File: config.mk
export PLATFORM = sky130hd
export DESIGN_NAME = regfile_sb
export DESIGN_NICKNAME = d
export VERILOG_FILES = /design/src/rtl/y86_pkg.sv /design/src/rtl/rf_cell.sv /design/src/rtl/regfile_sb.sv
export SDC_FILE = /design/constraint.sdc
export NUM_CORES = 2
export LEC_CHECK = 0
export CAP_MARGIN = 10
export CORE_AREA = 3 3 483 485
export CTS_CLUSTER_SIZE = 12
export DETAILED_ROUTE_END_ITERATION = 10
export DIE_AREA = 0 0 486 488
export PLACE_DENSITY = 0.47
export SLEW_MARGIN = 15
export SYNTH_ARGS = -nofsm -noshare
export SYNTH_HDL_FRONTEND = slang
export SYNTH_SLANG_ARGS = --single-unit
File: constraint.sdc
create_clock -name clk -period 2.35 [get_ports clk]
set_input_delay 0.3525 -clock clk [delete_from_list [all_inputs] [get_ports clk]]
set_output_delay 0.3525 -clock clk [all_outputs]
set_load 0.02 [all_outputs]
File: src/rtl/y86_pkg.sv
// Shared Y86 definitions: architectural register indices and default
// register-file geometry.
package y86_pkg;

    localparam int Y86_W    = 64;
    localparam int Y86_NREG = 15;
    localparam int Y86_AW   = 4;

    typedef enum logic [3:0] {
        R_RAX  = 4'd0,
        R_RCX  = 4'd1,
        R_RDX  = 4'd2,
        R_RBX  = 4'd3,
        R_RSP  = 4'd4,
        R_RBP  = 4'd5,
        R_RSI  = 4'd6,
        R_RDI  = 4'd7,
        R_R8   = 4'd8,
        R_R9   = 4'd9,
        R_R10  = 4'd10,
        R_R11  = 4'd11,
        R_R12  = 4'd12,
        R_R13  = 4'd13,
        R_R14  = 4'd14,
        R_NONE = 4'd15
    } reg_idx_e;

endpackage

File: src/rtl/rf_cell.sv
// One architectural register: data flop with write enable plus a saturating
// pending-write counter. err pulses when an increment hits the ceiling or a
// decrement hits zero; the counter holds its value in both cases.
module rf_cell #(
    parameter int             W         = 64,
    parameter int             PCW       = 2,
    parameter logic [W-1:0]   RESET_VAL = {W{1'b0}}
) (
    input  logic             clk,
    input  logic             res,
    input  logic             we,
    input  logic [W-1:0]     wdata,
    input  logic             inc,
    input  logic             dec,
    output logic [W-1:0]     data,
    output logic [PCW-1:0]   pend,
    output logic             err
);

    localparam logic [PCW-1:0] PEND_MAX  = {PCW{1'b1}};
    localparam logic [PCW-1:0] PEND_ZERO = {PCW{1'b0}};

    // Data register: load on write enable, reset to RESET_VAL.
    always_ff @(posedge clk or negedge res) begin
        if (!res) begin
            data <= RESET_VAL;
        end else if (we) begin
            data <= wdata;
        end else begin
            data <= data;
        end
    end

    // Pending-write counter: net +1 on issue, -1 on completion, saturating.
    always_ff @(posedge clk or negedge res) begin
        if (!res) begin
            pend <= PEND_ZERO;
        end else begin
            case ({inc, dec})
                2'b10:   pend <= (pend != PEND_MAX)  ? pend + {{(PCW-1){1'b0}}, 1'b1} : pend;
                2'b01:   pend <= (pend != PEND_ZERO) ? pend - {{(PCW-1){1'b0}}, 1'b1} : pend;
                default: pend <= pend;
            endcase
        end
    end

    assign err = (inc && !dec && (pend == PEND_MAX)) ||
                 (dec && !inc && (pend == PEND_ZERO));

endmodule

File: src/rtl/regfile_sb.sv
// Two-read / two-write (E, M) register file with per-register pending-write
// scoreboard. M wins over E on a shared destination, both for the update and
// for same-cycle forwarding. Reads and busy flags are combinational.
module regfile_sb
    import y86_pkg::*;
#(
    parameter int           W         = Y86_W,
    parameter int           NREG      = Y86_NREG,
    parameter int           AW        = Y86_AW,
    parameter int           RNONE     = int'(R_NONE),
    parameter int           BYPASS    = 1,
    parameter int           PCW       = 2,
    parameter logic [W-1:0] RESET_VAL = {W{1'b0}}
) (
    input  logic              clk,
    input  logic              res,
    input  logic [AW-1:0]     srcA,
    input  logic [AW-1:0]     srcB,
    output logic [W-1:0]      valA,
    output logic [W-1:0]      valB,
    output logic              busyA,
    output logic              busyB,
    input  logic [AW-1:0]     dstE,
    input  logic [W-1:0]      valE,
    input  logic [AW-1:0]     dstM,
    input  logic [W-1:0]      valM,
    input  logic              iss_en,
    input  logic [AW-1:0]     iss_dst,
    output logic              sb_err,
    output logic [W*NREG-1:0] regs
);

    localparam logic [AW-1:0] NREG_IDX = AW'(NREG);

    if ((RNONE < NREG) || ((2 ** AW) <= NREG)) begin : g_cfg_bad
        $error("regfile_sb: RNONE must be >= NREG and 2**AW must exceed NREG");
    end

    logic             we_e_ok_s;
    logic             we_m_ok_s;
    logic             iss_ok_s;
    logic [W-1:0]     data_s [NREG];
    logic [PCW-1:0]   pend_s [NREG];
    logic [NREG-1:0]  err_s;
    logic             sb_err_r;

    assign we_e_ok_s = (dstE < NREG_IDX);
    assign we_m_ok_s = (dstM < NREG_IDX);
    assign iss_ok_s  = iss_en && (iss_dst < NREG_IDX);

    for (genvar i = 0; i < NREG; i++) begin : g_cell
        logic hit_e_s;
        logic hit_m_s;
        logic inc_s;

        assign hit_e_s = we_e_ok_s && (dstE == AW'(i));
        assign hit_m_s = we_m_ok_s && (dstM == AW'(i));
        assign inc_s   = iss_ok_s  && (iss_dst == AW'(i));

        rf_cell #(
            .W         (W),
            .PCW       (PCW),
            .RESET_VAL (RESET_VAL)
        ) u_cell (
            .clk   (clk),
            .res   (res),
            .we    (hit_e_s || hit_m_s),
            .wdata (hit_m_s ? valM : valE),
            .inc   (inc_s),
            .dec   (hit_e_s || hit_m_s),
            .data  (data_s[i]),
            .pend  (pend_s[i]),
            .err   (err_s[i])
        );

        assign regs[i*W +: W] = data_s[i];
    end

    logic [AW-1:0] src_s  [2];
    logic [W-1:0]  val_s  [2];
    logic          busy_s [2];

    assign src_s[0] = srcA;
    assign src_s[1] = srcB;
    assign valA     = val_s[0];
    assign valB     = val_s[1];
    assign busyA    = busy_s[0];
    assign busyB    = busy_s[1];

    for (genvar p = 0; p < 2; p++) begin : g_rd
        logic [W-1:0]   rd_data_s;
        logic [PCW-1:0] rd_pend_s;
        logic           hit_e_s;
        logic           hit_m_s;

        assign hit_e_s = we_e_ok_s && (dstE == src_s[p]);
        assign hit_m_s = we_m_ok_s && (dstM == src_s[p]);

        // Read mux with M-over-E forwarding and scoreboard busy for this port.
        always_comb begin
            rd_data_s = {W{1'b0}};
            rd_pend_s = {PCW{1'b0}};
            for (int i = 0; i < NREG; i++) begin
                if (src_s[p] == AW'(i)) begin
                    rd_data_s = data_s[i];
                    rd_pend_s = pend_s[i];
                end else begin
                end
            end

            if ((BYPASS != 0) && hit_m_s) begin
                val_s[p] = valM;
            end else if ((BYPASS != 0) && hit_e_s) begin
                val_s[p] = valE;
            end else begin
                val_s[p] = rd_data_s;
            end

            if (!res) begin
                busy_s[p] = 1'b0;
            end else if (BYPASS != 0) begin
                // A completing write retires one outstanding count right now.
                busy_s[p] = (rd_pend_s != PCW'(hit_e_s || hit_m_s));
            end else begin
                busy_s[p] = (rd_pend_s != {PCW{1'b0}});
            end
        end
    end

    // Sticky scoreboard error: any cell over/underflow, cleared only by reset.
    always_ff @(posedge clk or negedge res) begin
        if (!res) begin
            sb_err_r <= 1'b0;
        end else begin
            sb_err_r <= sb_err_r | (|err_s);
        end
    end

    assign sb_err = sb_err_r;

endmodule

Yosys cells after proc, flatten, opt, wreduce, memory -nomap -nowiden
Cells that the tools add are included.
- register bits: 991
- input port bits: 151
- output and inout bits: 1091
- logic and storage cells: 595
- equality and inequality tests: 166
- bitwise gates (word level): 1
- order comparisons: 3
- add/sub/neg operators: 30
- multiplexer cells: 126
- reductions and logical operators: 238
- operator list (cell ; number):
    64-bit two-way mux ; 49
    4-bit equality test, second input constant ; 35
    2-bit two-way mux ; 60
    1-bit logical AND ; 110
    4-bit by 3-bit equality test with 1-bit output, second input constant ; 20
    2-bit equality test, second input constant ; 30
    2-bit by 1-bit != test with 1-bit output, second input constant ; 30
    2-bit case mux with 2 select lines ; 15
    2-bit nonzero test ; 30
    3-bit AND reduction ; 15
    4-bit by 2-bit equality test with 1-bit output, second input constant ; 10
    1-bit logical OR ; 32
    2-bit by 1-bit adder with 2-bit output, second input constant ; 15
    2-bit by 1-bit equality test with 1-bit output, second input constant ; 15
    1-bit logical NOT ; 30
    2-bit logical NOT ; 15
    2-bit != test, second input constant ; 15
    2-bit by 1-bit subtractor with 2-bit output, second input constant ; 15
    4-bit by 1-bit equality test with 1-bit output, second input constant ; 5
    4-bit logical NOT ; 5
    4-bit equality test ; 4
    15-bit OR reduction ; 1
    4-bit < comparator, second input constant ; 3
    2-bit by 1-bit != test with 1-bit output ; 2
    2 further kinds ; 3

Logic depth before layout (Yosys ltp)
- word-level depth: 18
- mapped depth: 12
- mapped depth without buffers: 7

Cells and area by module
From an unflattened synthesis, not the netlist that was laid out.
- cell total of the unflattened synthesis: 6855
- area, all modules: 75747.6 µm²
- by module, submodules not included (module ; sequential area each (µm²) ; instances ; cells an instance ; area an instance (µm²)):
    rf_cell ; 1651.6 ; 15 ; 149 ; 2796.4
    regfile_sb ; 25.0 ; 1 ; 4620 ; 33801.2

Least setup slack after synthesis
OpenSTA, ideal clock, no wires.
- path type: input -> output
- start point: input port srcB[0]
- end point: output port valB[25]
- stages: 10
- buffers on the path: 3
- setup slack: -0.379 ns
- data required time: 1.997 ns
- data arrival time: 2.376 ns
- cell sequence: buf_6 > or3_1 > buf_4 > nor2_8 > buf_6 > a222oi_1 > o2bb2ai_1 > a21oi_1 > a21oi_1 > o41ai_1
- cells in the longest elaborated chain, start to end: 18
- elaborated cells on any way between the ends: 36
- classes of those cells: 16 x eq/ne; 17 x mux; 3 x reduce/logical
- RTL lines (item ; line ; source):
    from (decl) ; regfile_sb.sv:18 ; input logic [AW-1:0] srcB,
    4-bit logical NOT ; regfile_sb.sv:104 ; if (src_s[p] == AW'(i)) begin
    64-bit two-way mux (15 in a row) ; regfile_sb.sv:104 ;
    64-bit two-way mux ; regfile_sb.sv:113 ; end else if ((BYPASS != 0) && hit_e_s) begin
    64-bit two-way mux (*) ; regfile_sb.sv:111 ; if ((BYPASS != 0) && hit_m_s) begin
    to (decl) ; regfile_sb.sv:20 ; output logic [W-1:0] valB,
Every way passes the cells marked *; elsewhere a longest branch is shown, timed or not.

Worst setup path after layout
- start point: register g_cell[2].u_cell.pend[0]
- end point: output port busyB
- cells in the longest elaborated chain, start to end: 15
- RTL lines (item ; line ; source):
    from (decl) ; rf_cell.sv:16 ; output logic [PCW-1:0] pend,
    from (signal assigned) ; rf_cell.sv:40 ; 2'b10: pend <= (pend != PEND_MAX) ? pend + {{(PCW-1){1'b0}}, 1'b1} : pend;
    from (signal assigned) ; rf_cell.sv:41 ; 2'b01: pend <= (pend != PEND_ZERO) ? pend - {{(PCW-1){1'b0}}, 1'b1} : pend;
    from (signal assigned) ; rf_cell.sv:42 ; default: pend <= pend;
    2-bit two-way mux (13 in a row) ; regfile_sb.sv:104 ;
    2-bit by 1-bit != test with 1-bit output ; regfile_sb.sv:123 ; busy_s[p] = (rd_pend_s != PCW'(hit_e_s || hit_m_s));
    1-bit two-way mux ; regfile_sb.sv:119 ; if (!res) begin
    to (decl) ; regfile_sb.sv:22 ; output logic busyB,
No other way between the ends.

==> flow_results.org <==
** Clocking
- Clock tree from TritonCTS :: built
- Clock buffers created by TritonCTS :: around 130
- The clock passes through at most 3 buffers.
- The cell sitting at the root of the clock tree is a sky130_fd_sc_hd__clkbuf_16.
- Clock sink total :: 991
- After clock tree synthesis, the clock-pin slew on the worst setup and hold paths is 0.06 ns.
- Maximum level of the CTS H-tree :: 4
- Clock insertion delay at the later pin of the skew report :: about 0.8 ns

** Synth
- Synthesis handed over a netlist of approximately 7700 instances.
- Most used DFF post-synth :: sky130_fd_sc_hd__dfrtp_1
- Counting flops with an async set or reset pin after synthesis yields a share of 100%.
- Summing every instance area after synthesis gives 65900 um^2.
- Counting flops with a built-in enable in the synthesized netlist gives 0.
- Dividing the synthesized area by the synthesized cell count gives 8.61 um^2.
- Yosys mapped the design onto 96 distinct sky130hd cell types.
- Net count after synthesis :: between 7000 and 8000
- The Yosys step of the flow raised 0 warnings.
- Sequential element share of the synthesized area :: 37.6%
- Number of flip-flops and latches in the synthesized netlist :: 991

** Global routing
- The via count of the first global-routing pass is 82500.
- Entering global routing, the biggest net connects about 130 pins.
- Global routing used 50.1% of the available tracks.
- The initial antenna violation count was 86.
- The first global-routing pass estimated 801000 um of wire.
- Summed over all layers, the global routing overflow is 0.

** Critical path
- Of all nets on the critical path, the largest fanout is 2.
- CP max stage delay :: ~0.42 ns
- Category of the worst setup path launch point :: register
- For this design, the slowest cell found on the critical path is sky130_fd_sc_hd__dfrtp_1.
- CP Capture Type :: primary output
- Cell-by-cell listing of the critical path :: or2_4 > a32oi_2 > o21ai_1 > o21ai_2 > mux2_4 > a211oi_2 > o21a_2 > buf_6
- STA puts the critical path data required time at 2.00 ns.
- Category of the most critical setup path :: reg -> out
- Data arrival time of the worst path :: ~2.9 ns

** Flow run
- The tool flagged a number of max-cap violations equal to 0.

** Outcome
- The final reports fail on setup timing.
- Outcome :: finished, violations left

** Drt
- Met3 wire len :: between 70000 and 80000 um
- Met1 routed wirelength after detailed routing :: 225000 um
- Signal routing reaches up to met5.
- Total via count after detailed routing :: 87900
- Initial DRC Count :: 13400
- Dividing the detail-routed wire length by the instance count gives about 45 um.
- Number of detailed-route iterations in the first pass :: 8
- Dividing the detail-routed via count by the number of cells gives 6.34.
- Met2 WL :: 252000 um
- After detailed routing, the number of remaining DRC violations is 0.
- Post-route ant nets :: 0
- For this block, the routed nets add up to 621000 um of wire.

** Finish
- Synthesis-to-layout area growth :: 70.5%
- Util after Layout :: 48.9%
- For this run, the post-layout net count is 10800.
- After routing the design area is 112000 um^2.
- The post-route netlist has about 36% of its cells at a drive strength greater than 1.

** Floorplanning
- Overall die area :: 237000 um^2
- The initial utilization of the core area, before any placement, comes to 28.7%.
- During I/O placement, the number of pins put on the boundary was 1242.
- In this run the core area contains 176 standard-cell rows.
- The core region is 230000 um^2.
- Die Height :: a little under 500 um
- Width of the die :: a little under 500 um

** Power
- Power share of the clock group :: 23.5%
- Net switching is 43.7% of the power.
- For this design the ratio of total power to cell area is 816 nW/um^2.
- Pleak :: slightly below 50 nW
- Total power consumption of the routed design :: 91.7 mW
- In this run the power spent charging and discharging nets is 40.1 mW.
- Of the total power, registers draw 28.4%.
- Gate power share :: around half
- Worst supply voltage drop on vdd :: 0.747 mV
- The internal power of the cells totals approximately 52 mW.

** Place
- Post-DP Area :: 101000 um^2
- At the end of routability-driven placement, the weighted congestion stood at between 1 and 1.5.
- Detailed placement finished with a half-perimeter wire length of roughly 460000 um.
- PortBufs :: 1241
- Worst slack after detailed placement :: -1.59 ns

** Timing
- The clock arrives with 0.00750 ns of skew.
- Final worst path period need :: 3.30 ns
- Slew @ Worst Pin :: between 1 and 1.5 ns
- Hold violation total from the final report :: 0
- The worst pin sits at a relative slew slack of 29.8%.
- Fmax :: 303 MHz
- The final count of pins violating max slew is 0.
- Setup slack after layout :: -0.946 ns
- RSZ-0062 raised after global routing :: yes
- Dividing the final minimum period by the clock period gives 140%.
- Setup violations remaining at the end of the flow were counted as 140.

** Hold path
- In this run the worst hold path is classified as in -> async.
## area by class of cell
| cell class | instances | area (um^2) |
|---|---|---|
| sequential | 991 | 24900 |
| antenna | 42 | 105 |
| inverter | 30 | 134 |
| tap | 3026 | 3790 |
| clock buffer | 191 | 3970 |
| multi-input combinational | 5702 | 41300 |
| clock inverter | 45 | 417 |
| fill | 21800 | 117000 |
| timing repair buffer | 3832 | 37800 |
## per-stage QoR
| step | TNS, ns | hold WS [ns] | std cells |
|---|---|---|---|
| 6_report | -73.40 | 0.159 | 13900 |
| 5_1_grt | -78.46 | 0.235 | 13800 |
| 4_1_cts | -76.14 | 0.199 | 13700 |
| 3_5_place_dp | -460.33 | 0.477 | 13200 |
| 3_3_place_gp | -441.13 | 0.465 | 13200 |
| 2_1_floorplan | -0.427 | 0.0569 | 7661 |
## worst paths after layout
check | endpoint | slack, ns | cells past startpoint | from
max in group asynchronous | g_cell[2].u_cell.data[63] | 0.72 | 4 | res
setup reg to reg | sb_err | 0.52 | 6 | g_cell[9].u_cell.pend[0]
setup / recovery | busyB | -0.95 | 8 | g_cell[2].u_cell.pend[0]
min in group clk | g_cell[14].u_cell.data[47] | 0.24 | 3 | valM[47]
hold / removal | g_cell[14].u_cell.data[3] | 0.16 | 3 | res
hold reg to reg | g_cell[4].u_cell.pend[0] | 0.61 | 2 | g_cell[4].u_cell.pend[0]
## routing by layer
layer	vias up	GRT usage (%)
li1	34000	-
met1	43500	60.0
met2	7884	71.7
met3	2357	18.0
met4	52	41.3
met5	-	0.388
## cells in the mapped netlist, types with 21 or more instances
library cell / instances / area (um^2)
sky130_fd_sc_hd__o2bb2ai_1: 26 / 228
sky130_fd_sc_hd__nor2_1: 476 / 1790
sky130_fd_sc_hd__nor2b_1: 22 / 138
sky130_fd_sc_hd__o211ai_1: 32 / 240
sky130_fd_sc_hd__inv_1: 27 / 101
sky130_fd_sc_hd__a211oi_1: 25 / 188
sky130_fd_sc_hd__nand3_1: 74 / 370
sky130_fd_sc_hd__or3_1: 25 / 156
sky130_fd_sc_hd__mux2_2: 105 / 1180
sky130_fd_sc_hd__o21ai_0: 1126 / 5640
sky130_fd_sc_hd__a31oi_1: 51 / 319
sky130_fd_sc_hd__mux2i_1: 1103 / 11000
sky130_fd_sc_hd__nand2b_1: 35 / 219
sky130_fd_sc_hd__buf_6: 21 / 236
sky130_fd_sc_hd__nor3_1: 80 / 400
sky130_fd_sc_hd__a221o_1: 35 / 350
sky130_fd_sc_hd__o2111ai_1: 23 / 201
sky130_fd_sc_hd__a21oi_1: 645 / 3230
sky130_fd_sc_hd__a222oi_1: 42 / 420
sky130_fd_sc_hd__o221ai_1: 94 / 823
sky130_fd_sc_hd__a221oi_1: 83 / 727
sky130_fd_sc_hd__a22oi_1: 132 / 991
sky130_fd_sc_hd__buf_1: 59 / 221
sky130_fd_sc_hd__buf_2: 241 / 1210
sky130_fd_sc_hd__buf_4: 54 / 405
sky130_fd_sc_hd__dfrtp_1: 991 / 24800
sky130_fd_sc_hd__o31ai_1: 22 / 165
sky130_fd_sc_hd__o22ai_1: 130 / 813
sky130_fd_sc_hd__nand2_1: 1008 / 3780
sky130_fd_sc_hd__mux4_2: 58 / 1310
sky130_fd_sc_hd__clkbuf_1: 561 / 2110
## state kept, by name (all words and copies together) (netlist names)
register,flops
g_cell.u_cell.data,960
g_cell.u_cell.pend,30
sb_err,1
## logic make-up after synthesis
kind of cell / Yosys count / share of synthesized area, %
xor+xnor: 16 / 0.213
simple gates: 1816 / 11.6
mux: 1268 / 20.6
buf+inv: 968 / 6.53
flops: 991 / 37.6
compound gates: 2602 / 23.5
## critical path: cells and delay by family, from the launching register on
kind / cells / cell delay (ns)
AO/OA/AOI/OAI: 5 / 0.97
buffers and inverters: 1 / 0.14
flip-flops: 1 / 0.42
multiplexers: 1 / 0.34
AND/OR/NAND/NOR: 1 / 0.25
## layout by cell type, fill, tap and decap left out, types with 146 or more instances in the layout
master,instances
sky130_fd_sc_hd__a21oi_1,530
sky130_fd_sc_hd__buf_12,416
sky130_fd_sc_hd__dfrtp_1,907
sky130_fd_sc_hd__dlygate4sd2_1,614
sky130_fd_sc_hd__clkbuf_16,146
sky130_fd_sc_hd__mux2i_1,1083
sky130_fd_sc_hd__o21ai_0,987
sky130_fd_sc_hd__clkdlybuf4s50_1,415
sky130_fd_sc_hd__nand2_1,979
sky130_fd_sc_hd__buf_4,2008
sky130_fd_sc_hd__nor2_1,417
sky130_fd_sc_hd__buf_6,248
## what timing repair did
| action | in CTS | in global routing |
|---|---|---|
| pin swaps | 383 | 322 |
| endpoints found under the hold margin | 504 | 0 |
| gates resized for setup | 1930 | 474 |
| setup endpoints to repair | 763 | 182 |
| buffers inserted | 261 | 121 |
| hold buffers | 1 | 0 |
| cloned | 7 | 6 |
## power by group through the flow
stage,Sequential (mW),Combinational [mW],Clock (mW)
2_1_floorplan,29.1,10.1,0
3_3_place_gp,25.8,41.6,0
3_5_place_dp,25.8,41.7,0
4_1_cts,25.6,42.0,21.5
5_1_grt,26.1,45.1,22.1
6_report,26.0,44.2,21.5
Note: power is estimated with default switching activity, not from simulation.
